### config.mk
export PLATFORM = sky130hd
export DESIGN_NAME = nn_ctrl_fsm
export DESIGN_NICKNAME = d
export VERILOG_FILES = /design/src/rtl/nn_isa_pkg.sv /design/src/rtl/nn_op_decode.sv /design/src/rtl/nn_ctrl_fsm.sv
export SDC_FILE = /design/constraint.sdc
export NUM_CORES = 1
export LEC_CHECK = 0
export BUFFER_PORTS_ARGS = -buffer_cell sky130_fd_sc_hd__clkbuf_2
export CORE_ASPECT_RATIO = 0.75
export CORE_MARGIN = 4
export CORE_UTILIZATION = 50
export CTS_BUF_LIST = sky130_fd_sc_hd__clkbuf_2 sky130_fd_sc_hd__clkbuf_4 sky130_fd_sc_hd__clkbuf_8
export CTS_CLUSTER_DIAMETER = 100
export DETAILED_ROUTE_END_ITERATION = 12
export GPL_TIMING_DRIVEN = 1
export PLACE_DENSITY = 0.78
export SKIP_LAST_GASP = 1
export SYNTH_ARGS = -nofsm -noshare
export SYNTH_HDL_FRONTEND = slang
export SYNTH_SLANG_ARGS = --single-unit
### constraint.sdc
create_clock -name clk -period 2.1 [get_ports clk]
set_input_delay 0.42 -clock clk [delete_from_list [all_inputs] [get_ports clk]]
set_output_delay 0.42 -clock clk [all_outputs]
set_load 0.01 [all_outputs]
### src/rtl/nn_isa_pkg.sv
// NN CPU ISA definitions: opcode and ALU encodings, sequencer states and
// opcode classes, plus the shared opcode classification functions.
package nn_isa_pkg;

  // Opcodes are zero-extended into this width before decoding.
  localparam int OPC_MAX_W = 16;

  localparam logic [OPC_MAX_W-1:0] OP_NOP  = 16'h0000;
  localparam logic [OPC_MAX_W-1:0] OP_ADD  = 16'h0001;
  localparam logic [OPC_MAX_W-1:0] OP_MUL  = 16'h0002;
  localparam logic [OPC_MAX_W-1:0] OP_SLT  = 16'h0003;
  localparam logic [OPC_MAX_W-1:0] OP_MAC  = 16'h0004;
  localparam logic [OPC_MAX_W-1:0] OP_ADDI = 16'h0009;
  localparam logic [OPC_MAX_W-1:0] OP_HALT = 16'h000B;
  localparam logic [OPC_MAX_W-1:0] OP_LD   = 16'h000E;
  localparam logic [OPC_MAX_W-1:0] OP_ST   = 16'h000F;

  localparam logic [2:0] ALU_ADD  = 3'b000;
  localparam logic [2:0] ALU_MUL  = 3'b001;
  localparam logic [2:0] ALU_SLT  = 3'b010;
  localparam logic [2:0] ALU_NONE = 3'b111;

  typedef enum logic [2:0] {
    S_FETCH, S_EXEC, S_MEM, S_WB, S_HALT, S_TRAP
  } state_e;

  typedef enum logic [2:0] {
    C_NOP, C_ALU, C_MULT, C_LOAD, C_STORE, C_HALT, C_ILLEGAL
  } op_class_e;

  function automatic op_class_e classify_op(input logic [OPC_MAX_W-1:0] op);
    op_class_e c;
    case (op)
      OP_NOP:                  c = C_NOP;
      OP_ADD, OP_SLT, OP_ADDI: c = C_ALU;
      OP_MUL, OP_MAC:          c = C_MULT;
      OP_LD:                   c = C_LOAD;
      OP_ST:                   c = C_STORE;
      OP_HALT:                 c = C_HALT;
      default:                 c = C_ILLEGAL;
    endcase
    return c;
  endfunction

  // LD/ST use the stage-1 adder for base+offset address generation.
  function automatic logic [2:0] alu_ctl1_of(input logic [OPC_MAX_W-1:0] op);
    logic [2:0] c;
    case (op)
      OP_ADD, OP_ADDI, OP_LD, OP_ST: c = ALU_ADD;
      OP_MUL, OP_MAC:                c = ALU_MUL;
      OP_SLT:                        c = ALU_SLT;
      default:                       c = ALU_NONE;
    endcase
    return c;
  endfunction

  function automatic logic [2:0] alu_ctl2_of(input logic [OPC_MAX_W-1:0] op);
    return (op == OP_MAC) ? ALU_ADD : ALU_NONE;
  endfunction

  function automatic logic alu_src_of(input logic [OPC_MAX_W-1:0] op);
    return op == OP_ADDI;
  endfunction

endpackage

### src/rtl/nn_op_decode.sv
// Combinational decode of the latched opcode into its class and the
// ALU controls used while the instruction is in flight.
module nn_op_decode
  import nn_isa_pkg::*;
#(
  parameter int OPC_W = 4,
  parameter int ALU_W = 3
) (
  input  logic [OPC_W-1:0] opcode,
  output op_class_e        op_class,
  output logic [ALU_W-1:0] alu_ctl1,
  output logic [ALU_W-1:0] alu_ctl2,
  output logic             alu_src,
  output logic             legal
);

  logic [OPC_MAX_W-1:0] op_ext;

  always_comb begin
    op_ext   = OPC_MAX_W'(opcode);
    op_class = classify_op(op_ext);
    alu_ctl1 = ALU_W'(alu_ctl1_of(op_ext));
    alu_ctl2 = ALU_W'(alu_ctl2_of(op_ext));
    alu_src  = alu_src_of(op_ext);
    legal    = (op_class != C_ILLEGAL);
  end

endmodule

### src/rtl/nn_ctrl_fsm.sv
// Multi-cycle NN CPU control sequencer: FETCH/EXEC/MEM/WB with stretched
// MUL/MAC, memory handshake, sticky HALT/TRAP and a retired counter.
module nn_ctrl_fsm
  import nn_isa_pkg::*;
#(
  parameter int OPC_W   = 4,
  parameter int ALU_W   = 3,
  parameter int MAC_LAT = 2,
  parameter int CNT_W   = 16
) (
  input  logic             clk,
  input  logic             rst_n,
  input  logic             instr_valid,
  input  logic [OPC_W-1:0] opcode,
  output logic             instr_ready,
  input  logic             mem_ready,
  output logic             mem_req,
  output logic             mem_write,
  output logic             reg_write,
  output logic             mem_to_reg,
  output logic             alu_src,
  output logic [ALU_W-1:0] alu_ctl1,
  output logic [ALU_W-1:0] alu_ctl2,
  output logic             pc_en,
  output logic             halted,
  output logic             illegal,
  output logic [CNT_W-1:0] retired
);

  localparam int EW = $clog2(MAC_LAT + 1);
  localparam logic [EW-1:0] CNT_LAST = EW'(MAC_LAT - 1);

  state_e           state_q, state_d;
  logic             run_q;
  logic [OPC_W-1:0] op_q;
  logic [EW-1:0]    cnt_q, cnt_d;
  logic [CNT_W-1:0] retired_q;

  op_class_e        fetch_cls;
  op_class_e        cls;
  logic [ALU_W-1:0] dec_ctl1, dec_ctl2;
  logic             dec_src, dec_legal;
  logic             take;

  assign fetch_cls = classify_op(OPC_MAX_W'(opcode));
  assign take      = (state_q == S_FETCH) && instr_valid && run_q;
  assign retired   = retired_q;

  nn_op_decode #(.OPC_W(OPC_W), .ALU_W(ALU_W)) u_dec (
    .opcode   (op_q),
    .op_class (cls),
    .alu_ctl1 (dec_ctl1),
    .alu_ctl2 (dec_ctl2),
    .alu_src  (dec_src),
    .legal    (dec_legal)
  );

  always_ff @(posedge clk or negedge rst_n) begin
    if (!rst_n) begin
      state_q   <= S_FETCH;
      run_q     <= 1'b0;
      op_q      <= '0;
      cnt_q     <= '0;
      retired_q <= '0;
    end else begin
      state_q <= state_d;
      run_q   <= 1'b1;
      cnt_q   <= cnt_d;
      if (take) op_q <= opcode;
      if (pc_en) retired_q <= retired_q + CNT_W'(1);
    end
  end

  // ALU controls stay on through MEM/WB so address and result remain stable.
  // A store completes in the same cycle mem_ready arrives, so pc_en there
  // follows mem_ready directly; every other output is a pure state decode.
  always_comb begin
    state_d     = state_q;
    cnt_d       = cnt_q;
    instr_ready = 1'b0;
    mem_req     = 1'b0;
    mem_write   = 1'b0;
    reg_write   = 1'b0;
    mem_to_reg  = 1'b0;
    alu_src     = 1'b0;
    alu_ctl1    = ALU_W'(ALU_NONE);
    alu_ctl2    = ALU_W'(ALU_NONE);
    pc_en       = 1'b0;
    halted      = 1'b0;
    illegal     = 1'b0;
    case (state_q)
      S_FETCH: begin
        instr_ready = run_q;
        cnt_d       = '0;
        if (take) begin
          case (fetch_cls)
            C_HALT:    state_d = S_HALT;
            C_ILLEGAL: state_d = S_TRAP;
            default:   state_d = S_EXEC;
          endcase
        end
      end
      S_EXEC: begin
        alu_ctl1 = dec_ctl1;
        alu_ctl2 = dec_ctl2;
        alu_src  = dec_src;
        if (!dec_legal) begin
          state_d = S_TRAP;
        end else begin
          case (cls)
            C_NOP: begin
              pc_en   = 1'b1;
              state_d = S_FETCH;
            end
            C_MULT: begin
              if (cnt_q == CNT_LAST) begin
                cnt_d   = '0;
                state_d = S_WB;
              end else begin
                cnt_d = cnt_q + EW'(1);
              end
            end
            C_LOAD, C_STORE: state_d = S_MEM;
            default:         state_d = S_WB;
          endcase
        end
      end
      S_MEM: begin
        alu_ctl1  = dec_ctl1;
        alu_ctl2  = dec_ctl2;
        alu_src   = dec_src;
        mem_req   = 1'b1;
        mem_write = (cls == C_STORE);
        if (mem_ready) begin
          if (cls == C_STORE) begin
            pc_en   = 1'b1;
            state_d = S_FETCH;
          end else begin
            state_d = S_WB;
          end
        end
      end
      S_WB: begin
        alu_ctl1   = dec_ctl1;
        alu_ctl2   = dec_ctl2;
        alu_src    = dec_src;
        reg_write  = 1'b1;
        mem_to_reg = (cls == C_LOAD);
        pc_en      = 1'b1;
        state_d    = S_FETCH;
      end
      S_HALT:  halted  = 1'b1;
      S_TRAP:  illegal = 1'b1;
      default: state_d = S_FETCH;
    endcase
  end

endmodule
==> results.ini, run 1 <==
[outcome]
status=finished, violations left
violations=negative setup slack

[drt]
remaining_drc_errors=0
drt-vias-per-instance=5.58
ant_nets=0
drtIter0Drc=137
wirelength_mm=3.57
dr.pass1.iters=4
wl_per_cell_um=14.3
via_count=1395

[cts]
ctsHtreeMaxLevel=1
cts_tree=built
path_clk_slew_ns=0.09
cts_buffers=3
cts_buffer_depth=2
clk_latency_ns=0.27
cts.sinks=26
root_buffer=clkbuf_8

[cells_and_area]
final_nets=222
fillers=243
synthToLayoutAreaGrowth_pct=19.0
antennaDiodeCount=0
multiInputGateArea_sq_um=918
fin_cells=250
ff_latch_area_sq_um=652
drive_gt1_share_pct=35.4

[timing]
slew_violations=0
fmax_mhz=469
hold_viol_final=0
setup_slack_ns=-0.0313
finalCritPeriodShare_pct=101
setup_tns_ns=-0.0913
final.min_clock_period_ns=2.13
relSlewSlack_pct=57.7
whs_ns=0.156
fin_skew_ns=0.0108
setup_viol=3
rsz0062_at_grt=true
tightest_slew_ns=0.635

[power_and_ir_drop]
p_sw_share_pct=37.3
internal-power_uw=1000
seq_power_share_pct=38.8
ir_drop_mv=0.530
power.total_mw=1.59
pwr-share-clk_pct=20.0
power_switching_uw=595
pwr-share-comb_pct=41.2
power.density_nw_per_um2=804
power.leakage_nw=0.846

[yosys]
syn_area_sq_um=1670
synthArstFlopShare_pct=100
ys_ff_latch=26
synth-seq-area-share_pct=39.0
syn-instance-count=170
syn-mean-instance-area_sq_um=9.80
synth_nets=179
yosysTopAreaCell=dfrtp_1
synth_top_area_share_pct=39.0
synth_warnings=0
synth_top_flop_cell=dfrtp_1
ys_types=44
synth.area.top_cells=dfrtp_1, xor2_1, a2111oi_4
synth_edf_count=0

[floorplan]
die_area_sq_um=4330
die_x_um=74.7
die_h_um=58
io_pins=39
rows=17
core_sq_um=3060
start_util_pct=54.4

[grt]
grt_pass1_vias=1296
grt_pass1_wl_mm=6.08
grt.overflow.total=0
track_usage_pct=17.6
grt_antenna_before_repair=0
grt_max_degree=27

[placement]
place.port_buffers=38
gp_congestion=0.868
dp.cells=241
dp_hpwl_mm=2.74
place_ws_ns=0.181

[critical_path]
critPathCaptureType=primary output
crit_path_start_kind=flip-flop
crit_buf_inv=1
crit_family=simple AND/OR/NAND/NOR gates
worstReg2RegStart=op_q[3]
cp.arrival_ns=1.71
rrSetupSlack_ns=0.15
critical_path.slowest_cell=or4b_4
cp_cell_sequence=or4b_4, or3_4, clkbuf_2
r2r_cells=7
max_stage_delay_ns=0.55
critPathRequiredTime_ns=1.68
rr_endpoint=retired[15]
critPathMaxFanout=3
worstSetupPathType=reg2out

[worst_hold_path]
hold_class=in2async

[flow_run]
max_cap_viol_count=0

-- flip-flops by register name (all words and copies together) (netlist names) --
| register | cells |
|---|---|
| cnt_q | 2 |
| retired | 16 |
| state_q | 3 |
| run_q | 1 |
| op_q | 4 |
-- per-layer routing --
layer	part of all wire, %	track usage (%)	vias to the layer above	routed length [um]
met2	44	26.8	45	1590
met5	0	0	-	0
li1	-	-	692	-
met4	0.67	2.28	0	24
met1	49	26.1	654	1770
met3	5.4	4.16	4	194
-- worst max-delay path by stage --
| stage | startpoint | endpoint | cells past startpoint |
|---|---|---|---|
| finish | op_q[1] | alu_ctl2[1] | 3 |
| global route | op_q[0] | alu_ctl2[1] | 3 |
| CTS | op_q[1] | alu_ctl2[1] | 3 |
| detailed placement | op_q[2] | pc_en | 5 |
| global placement | op_q[2] | pc_en | 5 |
| floorplan | op_q[0] | alu_ctl2[1] | 4 |
-- layout by cell type, fill, tap and decap left out, drive strengths merged, types with 3 or more instances in the layout --
master / n
inv: 8
nand4: 3
nand2b: 3
and3: 6
a31oi: 4
a21oi: 9
a211oi: 5
mux2: 3
nor2: 9
dfrtp: 26
xor2: 16
nand2: 15
clkbuf: 42
nor3: 4
a2111oi: 3
nand3: 7
buf: 12
o21ai: 10
and2: 4
-- power groups by stage --
| stage | Combinational, mW | Sequential (mW) | Clock, mW |
|---|---|---|---|
| after floorplan | 0.463 | 0.618 | 0 |
| after global placement | 0.593 | 0.629 | 0 |
| after detailed placement | 0.607 | 0.637 | 0 |
| after CTS | 0.631 | 0.618 | 0.324 |
| after global routing | 0.720 | 0.629 | 0.345 |
| final | 0.656 | 0.619 | 0.319 |
-- synth_stat cells (6+ instances only) --
master	instances
dfrtp_1	26
nor2_1	9
nand2_1	15
xor2_1	16
a21oi_1	9
nand3_1	7
inv_1	7
o21ai_0	9
and3_1	6
-- cell type report --
cell class / instances / share of cell area [%]
Timing Repair Buffer: 50 / 14.1
Sequential cell: 26 / 32.9
Inverter: 8 / 1.51
Multi-Input combinational cell: 124 / 46.3
Clock buffer: 4 / 2.78
Tap cell: 38 / 2.40
-- worst reg2reg max path: stages (launching register included) --
cell and delay [ns]:
dfrtp_1 0.39, buf_4 0.16, buf_4 0.16, nor4_4 0.30
o21ai_4 0.10, buf_4 0.21, a2111oi_4 0.39, xor2_1 0.17
-- stage by stage --
step / cell area, sq um / util, %
floorplan: 1690 / -
global placement: 1880 / 61.4
detailed placement: 1880 / 61.4
CTS: 1950 / 63.8
global route: 1980 / 64.7
finish: 1980 / 64.7
-- cells by family (layout without fill, tap and decap cells) --
logic type,after synthesis,after routing,synth area share [%]
AOI/OAI and AO/OA,42,42,21.5
DFF,26,26,39.0
xor gates and xnor gates,17,17,8.93
other,1,1,0.225
buffers and inverters,20,62,6.83
muxes,3,3,2.03
and+or+nand+nor,60,60,20.7
adders and majority gates,1,1,0.751
-- timing repair --
action / CTS / global route
pin swaps: 2 / 1
setup buffers: 2 / 3
setup endpoints to repair: 4 / 6
gates resized for setup: 2 / 2
hold buffers: 0 / 0
No activity file was read; power rests on OpenSTA's default activity.
==> run 2: changes to the inputs <==
--- a/config.mk
+++ b/config.mk
@@ -14,6 +14,7 @@
 export DETAILED_ROUTE_END_ITERATION = 12
 export GPL_TIMING_DRIVEN = 1
 export PLACE_DENSITY = 0.78
+export REMOVE_ABC_BUFFERS = 1
 export SKIP_LAST_GASP = 1
 export SYNTH_ARGS = -nofsm -noshare
 export SYNTH_HDL_FRONTEND = slang
==> run 2 against run 1 <==
Register-to-register slack improved by 0.03 ns. Count of clock-buffer cells in the layout did not move. Final cell count did not move. Via count fell by 0.43%. Utilization rose by 0.16 points. Combinational power rose by 0.8%. Fmax rose by 0.87%. Worst setup slack improved by 0.018 ns. Die area did not move. The flow still finishes with violations (negative setup slack). Total power rose by 0.13%.
==> results.ini, run 2 (synthesized netlist as in run 1, its figures left out) <==
[timing]
setup_slack_ns=-0.0130  ; was -0.0313 ns
fmax_mhz=473  ; was 469 MHz
rsz0062_at_grt=true  ; unchanged
hold_viol_final=0  ; unchanged
fin_skew_ns=0.00611  ; was 0.0108 ns
setup_viol=3  ; unchanged
tightest_slew_ns=0.652  ; was 0.635 ns
final.min_clock_period_ns=2.11  ; was 2.13 ns
finalCritPeriodShare_pct=101  ; about the same
setup_tns_ns=-0.0247  ; was -0.0913 ns
relSlewSlack_pct=56.5  ; was 57.7%
slew_violations=0  ; unchanged

[floorplan]
start_util_pct=54.4  ; unchanged
rows=17  ; unchanged
die_area_sq_um=4330  ; unchanged
die_h_um=58  ; unchanged
die_x_um=74.7  ; unchanged
io_pins=39  ; unchanged
core_sq_um=3060  ; unchanged

[cts]
cts_buffers=3  ; unchanged
path_clk_slew_ns=0.09  ; about the same
cts_tree=built  ; unchanged
clk_latency_ns=0.27  ; about the same
root_buffer=clkbuf_8  ; unchanged
cts_buffer_depth=2  ; unchanged
ctsHtreeMaxLevel=1  ; unchanged
hold_buffers=0  ; unchanged
cts.sinks=26  ; unchanged

[grt]
grt_max_degree=27  ; unchanged
grt.overflow.total=0  ; unchanged
track_usage_pct=19.1  ; was 17.6%
grt_pass1_wl_mm=6.48  ; was 6.08 mm
grt_pass1_vias=1427  ; was 1296
grt_antenna_before_repair=0  ; unchanged

[critical_path]
cp_cell_sequence=or4b_4, or3_4, clkbuf_2  ; unchanged
worstReg2RegStart=op_q[0]  ; was op_q[3]
r2r_cells=7  ; unchanged
cp-startpoint=op_q[1]  ; unchanged
max_stage_delay_ns=0.54  ; was 0.55 ns
rrSetupSlack_ns=0.18  ; was 0.15 ns
crit_path_start_kind=flip-flop  ; unchanged
worstSetupPathType=reg2out  ; unchanged
critical_path.slowest_cell=or4b_4  ; unchanged
critPathRequiredTime_ns=1.68  ; about the same
critPathCaptureType=primary output  ; unchanged
cp.arrival_ns=1.69  ; was 1.71 ns
rr_endpoint=retired[7]  ; was retired[15]
crit_end=alu_ctl2[1]  ; unchanged
critPathMaxFanout=3  ; unchanged

[power_and_ir_drop]
power.total_mw=1.60  ; was 1.59 mW
internal-power_mw=1.01  ; was 1000 uW
power.density_nw_per_um2=803  ; was 804 nW/um^2
pwr-share-comb_pct=41.4  ; was 41.2%
ir_drop_mv=0.494  ; was 0.530 mV
seq_power_share_pct=38.6  ; was 38.8%
pwr-share-clk_pct=20.1  ; was 20.0%
power_switching_uw=587  ; was 595 uW
p_sw_share_pct=36.8  ; was 37.3%
power.leakage_nw=0.847  ; was 0.846 nW

[drt]
remaining_drc_errors=0  ; unchanged
via_count=1389  ; was 1395
wl_per_cell_um=15.1  ; was 14.3 um
ant_nets=0  ; unchanged
wirelength_mm=3.77  ; was 3.57 mm
drt-vias-per-instance=5.56  ; was 5.58
dr.pass1.iters=4  ; unchanged
drtIter0Drc=156  ; was 137

[placement]
place_ws_ns=0.121  ; was 0.181 ns
placed_area_sq_um=1900  ; was 1880 sq um
gp_congestion=0.883  ; was 0.868
dp.cells=244  ; was 241
place.port_buffers=38  ; unchanged
dp_hpwl_mm=2.92  ; was 2.74 mm

[cells_and_area]
final_common_cell=clkbuf_2  ; unchanged
final_nets=222  ; unchanged
antennaDiodeCount=0  ; unchanged
largest_reg_flops=16  ; unchanged
synthToLayoutAreaGrowth_pct=19.3  ; was 19.0%
fin_cells=250  ; unchanged
drive_gt1_share_pct=35.4  ; unchanged
layout_common_cells=clkbuf_2, dfrtp_1, xor2_1  ; unchanged
design_area_sq_um=1990  ; was 1980 sq um

[outcome]
status=finished, violations left  ; unchanged
violations=negative setup slack  ; unchanged

[worst_hold_path]
hold_class=in2async  ; unchanged

[flow_run]
max_cap_viol_count=0  ; unchanged

## run 2: per-layer routing
layer / up-vias / wire length [um] / global-route usage (%)
li1: 684 / - / -
met1: 661 / 1810 / 27.0
met2: 40 / 1760 / 29.9
met3: 4 / 165 / 3.99
met4: 0 / 29 / 5.08
met5: - / 0 / 0
## run 2: per-stage QoR
| stage | util (%) | hold WS (ns) |
|---|---|---|
| 2_1_floorplan | - | 0.124 |
| 6_report | 64.9 | 0.165 |
| 3_5_place_dp | 61.9 | 0.458 |
| 4_1_cts | 64.3 | 0.183 |
| 5_1_grt | 64.9 | 0.219 |
| 3_3_place_gp | 61.9 | 0.455 |
## run 2: area by class of cell
class | count | area [sq um]
clock buffer | 4 | 55.1
sequential | 26 | 652
tap | 38 | 47.5
fill | 255 | 1070
inverter | 8 | 30.0
multi-input combinational | 124 | 917
timing repair buffer | 50 | 287
## run 2: how the worst min path moves through the flow
stage                 from           to  slack, ns
4_1_cts              rst_n   state_q[0]       0.18
6_report             rst_n   state_q[0]       0.17
5_1_grt              rst_n  retired[11]       0.22
2_1_floorplan        rst_n     cnt_q[0]       0.12
3_5_place_dp   retired[15]  retired[15]       0.46
3_3_place_gp   retired[15]  retired[15]       0.45
## run 2: what timing repair did
action / 4_1_cts / 5_1_grt
pin swaps: 1 / 0
setup buffers: 1 / 1
setup endpoints to repair: 4 / 7
gates resized for setup: 3 / 5
## run 2: critical path, delay by kind of cell (launching register included)
| family | cells | cell delay [ns] |
|---|---|---|
| buf+inv | 1 | 0.14 |
| flops | 1 | 0.39 |
| simple gates | 2 | 0.90 |
## run 2: power groups by stage
stage / sequential, mW / clock (mW) / combinational [mW]
2_1_floorplan: 0.690 / 0 / 0.318
3_3_place_gp: 0.613 / 0 / 0.610
3_5_place_dp: 0.623 / 0 / 0.631
4_1_cts: 0.615 / 0.330 / 0.642
5_1_grt: 0.625 / 0.354 / 0.725
6_report: 0.616 / 0.320 / 0.661
==> run 3: changes to the inputs <==
--- a/config.mk
+++ b/config.mk
@@ -6,7 +6,6 @@
 export NUM_CORES = 1
 export LEC_CHECK = 0
 export BUFFER_PORTS_ARGS = -buffer_cell sky130_fd_sc_hd__clkbuf_2
-export CORE_ASPECT_RATIO = 0.75
 export CORE_MARGIN = 4
 export CORE_UTILIZATION = 50
 export CTS_BUF_LIST = sky130_fd_sc_hd__clkbuf_2 sky130_fd_sc_hd__clkbuf_4 sky130_fd_sc_hd__clkbuf_8
==> run 3 against run 2 <==
The flow still finishes with violations (negative setup slack). Largest power group unchanged. Final cell count is 0.80% higher. Critical path type unchanged. Total power is 2.8% higher. Highest routed layer unchanged. Critical path depth stayed put. Combinational power is 3% higher. Via count is 3.2% higher. Utilization is 2.0 points lower.
==> results.ini, run 3 (synthesized netlist as in run 1, its figures left out) <==
[timing]
slew_violations=0  ; unchanged
rsz0062_at_grt=true  ; unchanged
setup_slack_ns=-0.0698  ; was -0.0130 ns
fin_skew_ns=0.00823  ; was 0.00611 ns
hold_viol_final=0  ; unchanged
tightest_slew_ns=0.652  ; about the same
final.min_clock_period_ns=2.17  ; was 2.11 ns
relSlewSlack_pct=56.6  ; was 56.5%
fmax_mhz=461  ; was 473 MHz
finalCritPeriodShare_pct=103  ; was 101%
setup_viol=3  ; unchanged
whs_ns=0.0926  ; was 0.165 ns

[critical_path]
rrSetupSlack_ns=0.18  ; about the same
r2r_cells=6  ; was 7
critPathMaxFanout=3  ; unchanged
worstReg2RegStart=op_q[0]  ; unchanged
critPathCaptureType=primary output  ; unchanged
cp.arrival_ns=1.75  ; was 1.69 ns
worstSetupPathType=reg2out  ; unchanged
crit_path_start_kind=flip-flop  ; unchanged
critPathRequiredTime_ns=1.68  ; about the same
rr_endpoint=retired[15]  ; was retired[7]

[placement]
place_ws_ns=0.126  ; was 0.121 ns
place.port_buffers=38  ; unchanged
dp_hpwl_mm=2.87  ; was 2.92 mm
gp_congestion=0.831  ; was 0.883

[outcome]
violations=negative setup slack  ; unchanged
status=finished, violations left  ; unchanged

[cells_and_area]
layout_common_cells=clkbuf_2, dfrtp_1, xor2_1  ; unchanged
fillers=274  ; was 255
final_nets=218  ; was 222
synthToLayoutAreaGrowth_pct=18.2  ; was 19.3%
final_common_cell=clkbuf_2  ; unchanged
largest_reg_flops=16  ; unchanged
final_util_pct=63.0  ; was 64.9%
antennaDiodeCount=0  ; unchanged
drive_gt1_share_pct=35.6  ; was 35.4%

[grt]
grt_pass1_vias=1450  ; was 1427
grt.overflow.total=0  ; unchanged
grt_antenna_before_repair=0  ; unchanged
grt_max_degree=27  ; unchanged
track_usage_pct=19.4  ; was 19.1%
grt_pass1_wl_mm=6.62  ; was 6.48 mm

[power_and_ir_drop]
power_switching_uw=619  ; was 587 uW
pwr-share-comb_pct=41.4  ; about the same
power.density_nw_per_um2=834  ; was 803 nW/um^2
p_sw_share_pct=37.7  ; was 36.8%
power.leakage_nw=0.828  ; was 0.847 nW
power.total_mw=1.64  ; was 1.60 mW
ir_drop_mv=0.344  ; was 0.494 mV
seq_power_share_pct=37.4  ; was 38.6%
pwr-share-clk_pct=21.2  ; was 20.1%
internal-power_mw=1.02  ; was 1.01 mW

[drt]
remaining_drc_errors=0  ; unchanged
via_count=1433  ; was 1389
dr.pass1.iters=4  ; unchanged
drt-vias-per-instance=5.69  ; was 5.56
drtIter0Drc=117  ; was 156
wirelength_mm=3.94  ; was 3.77 mm
ant_nets=0  ; unchanged
wl_per_cell_um=15.6  ; was 15.1 um

[worst_hold_path]
hold_class=in2async  ; unchanged

[floorplan]
io_pins=39  ; unchanged
die_area_sq_um=4320  ; was 4330 sq um
die_x_um=65.7  ; was 74.7 um
start_util_pct=53.3  ; was 54.4%
core_sq_um=3130  ; was 3060 sq um
die_h_um=65.7  ; was 58 um
rows=20  ; was 17

[cts]
cts_buffers=3  ; unchanged
cts_tree=built  ; unchanged
cts.sinks=26  ; unchanged
clk_latency_ns=0.32  ; was 0.27 ns
ctsHtreeMaxLevel=1  ; unchanged
path_clk_slew_ns=0.15  ; was 0.09 ns
hold_buffers=0  ; unchanged
cts_buffer_depth=2  ; unchanged
root_buffer=clkbuf_4  ; was clkbuf_8

[flow_run]
max_cap_viol_count=0  ; unchanged

-- run 3: stage by stage --
step,area [sq um],setup TNS (ns),instances
2_1_floorplan,1580,0,158
3_3_place_gp,1870,0,246
3_5_place_dp,1870,0,246
4_1_cts,1950,-0.250,251
5_1_grt,1970,-0.441,252
6_report,1970,-0.196,252
-- run 3: power groups by stage --
stage | logic, mW | clock network, mW | registers (mW)
6_report | 0.680 | 0.348 | 0.613
2_1_floorplan | 0.318 | 0 | 0.690
4_1_cts | 0.642 | 0.354 | 0.610
3_5_place_dp | 0.625 | 0 | 0.618
3_3_place_gp | 0.598 | 0 | 0.612
5_1_grt | 0.742 | 0.381 | 0.625
-- run 3: area by class of cell --
class | count | area, sq um | share of cell area (%)
inverter | 8 | 30.0 | 1.52
sequential | 26 | 653 | 33.2
tap | 44 | 55.1 | 2.80
timing repair buffer | 46 | 250 | 12.7
clock buffer | 3 | 22.5 | 1.14
clock inverter | 1 | 30.0 | 1.52
multi-input combinational | 124 | 928 | 47.1
-- run 3: worst max-delay path: stages, from the launching register on --
cell and delay [ns]:
dfrtp_1 0.40, or4b_4 0.54, or3_4 0.35, clkbuf_2 0.14
-- run 3: worst max-delay path by stage --
stage / start / end / slack (ns) / cells after the start
5_1_grt: op_q[1] / alu_ctl2[1] / -0.12 / 3
3_5_place_dp: op_q[1] / alu_ctl2[1] / 0.13 / 3
6_report: op_q[1] / alu_ctl2[1] / -0.07 / 3
3_3_place_gp: op_q[1] / alu_ctl2[1] / 0.15 / 3
4_1_cts: op_q[1] / alu_ctl2[1] / -0.08 / 3
2_1_floorplan: op_q[0] / alu_ctl2[0] / 0.07 / 2
-- run 3: layer usage --
layer  global-route usage (%)  wire, um  up-vias
li1                         -         -      679
met1                     24.4      1630      688
met2                     35.3      2030       60
met3                     2.39       225        6
met4                     4.15        51        0
met5                        0         0        -
-- run 3: what timing repair did --
item                                    CTS  global route
pin swaps                                 1             0
resized for setup                         5             5
endpoints found under the setup margin    4             7
setup buffers                             1             1
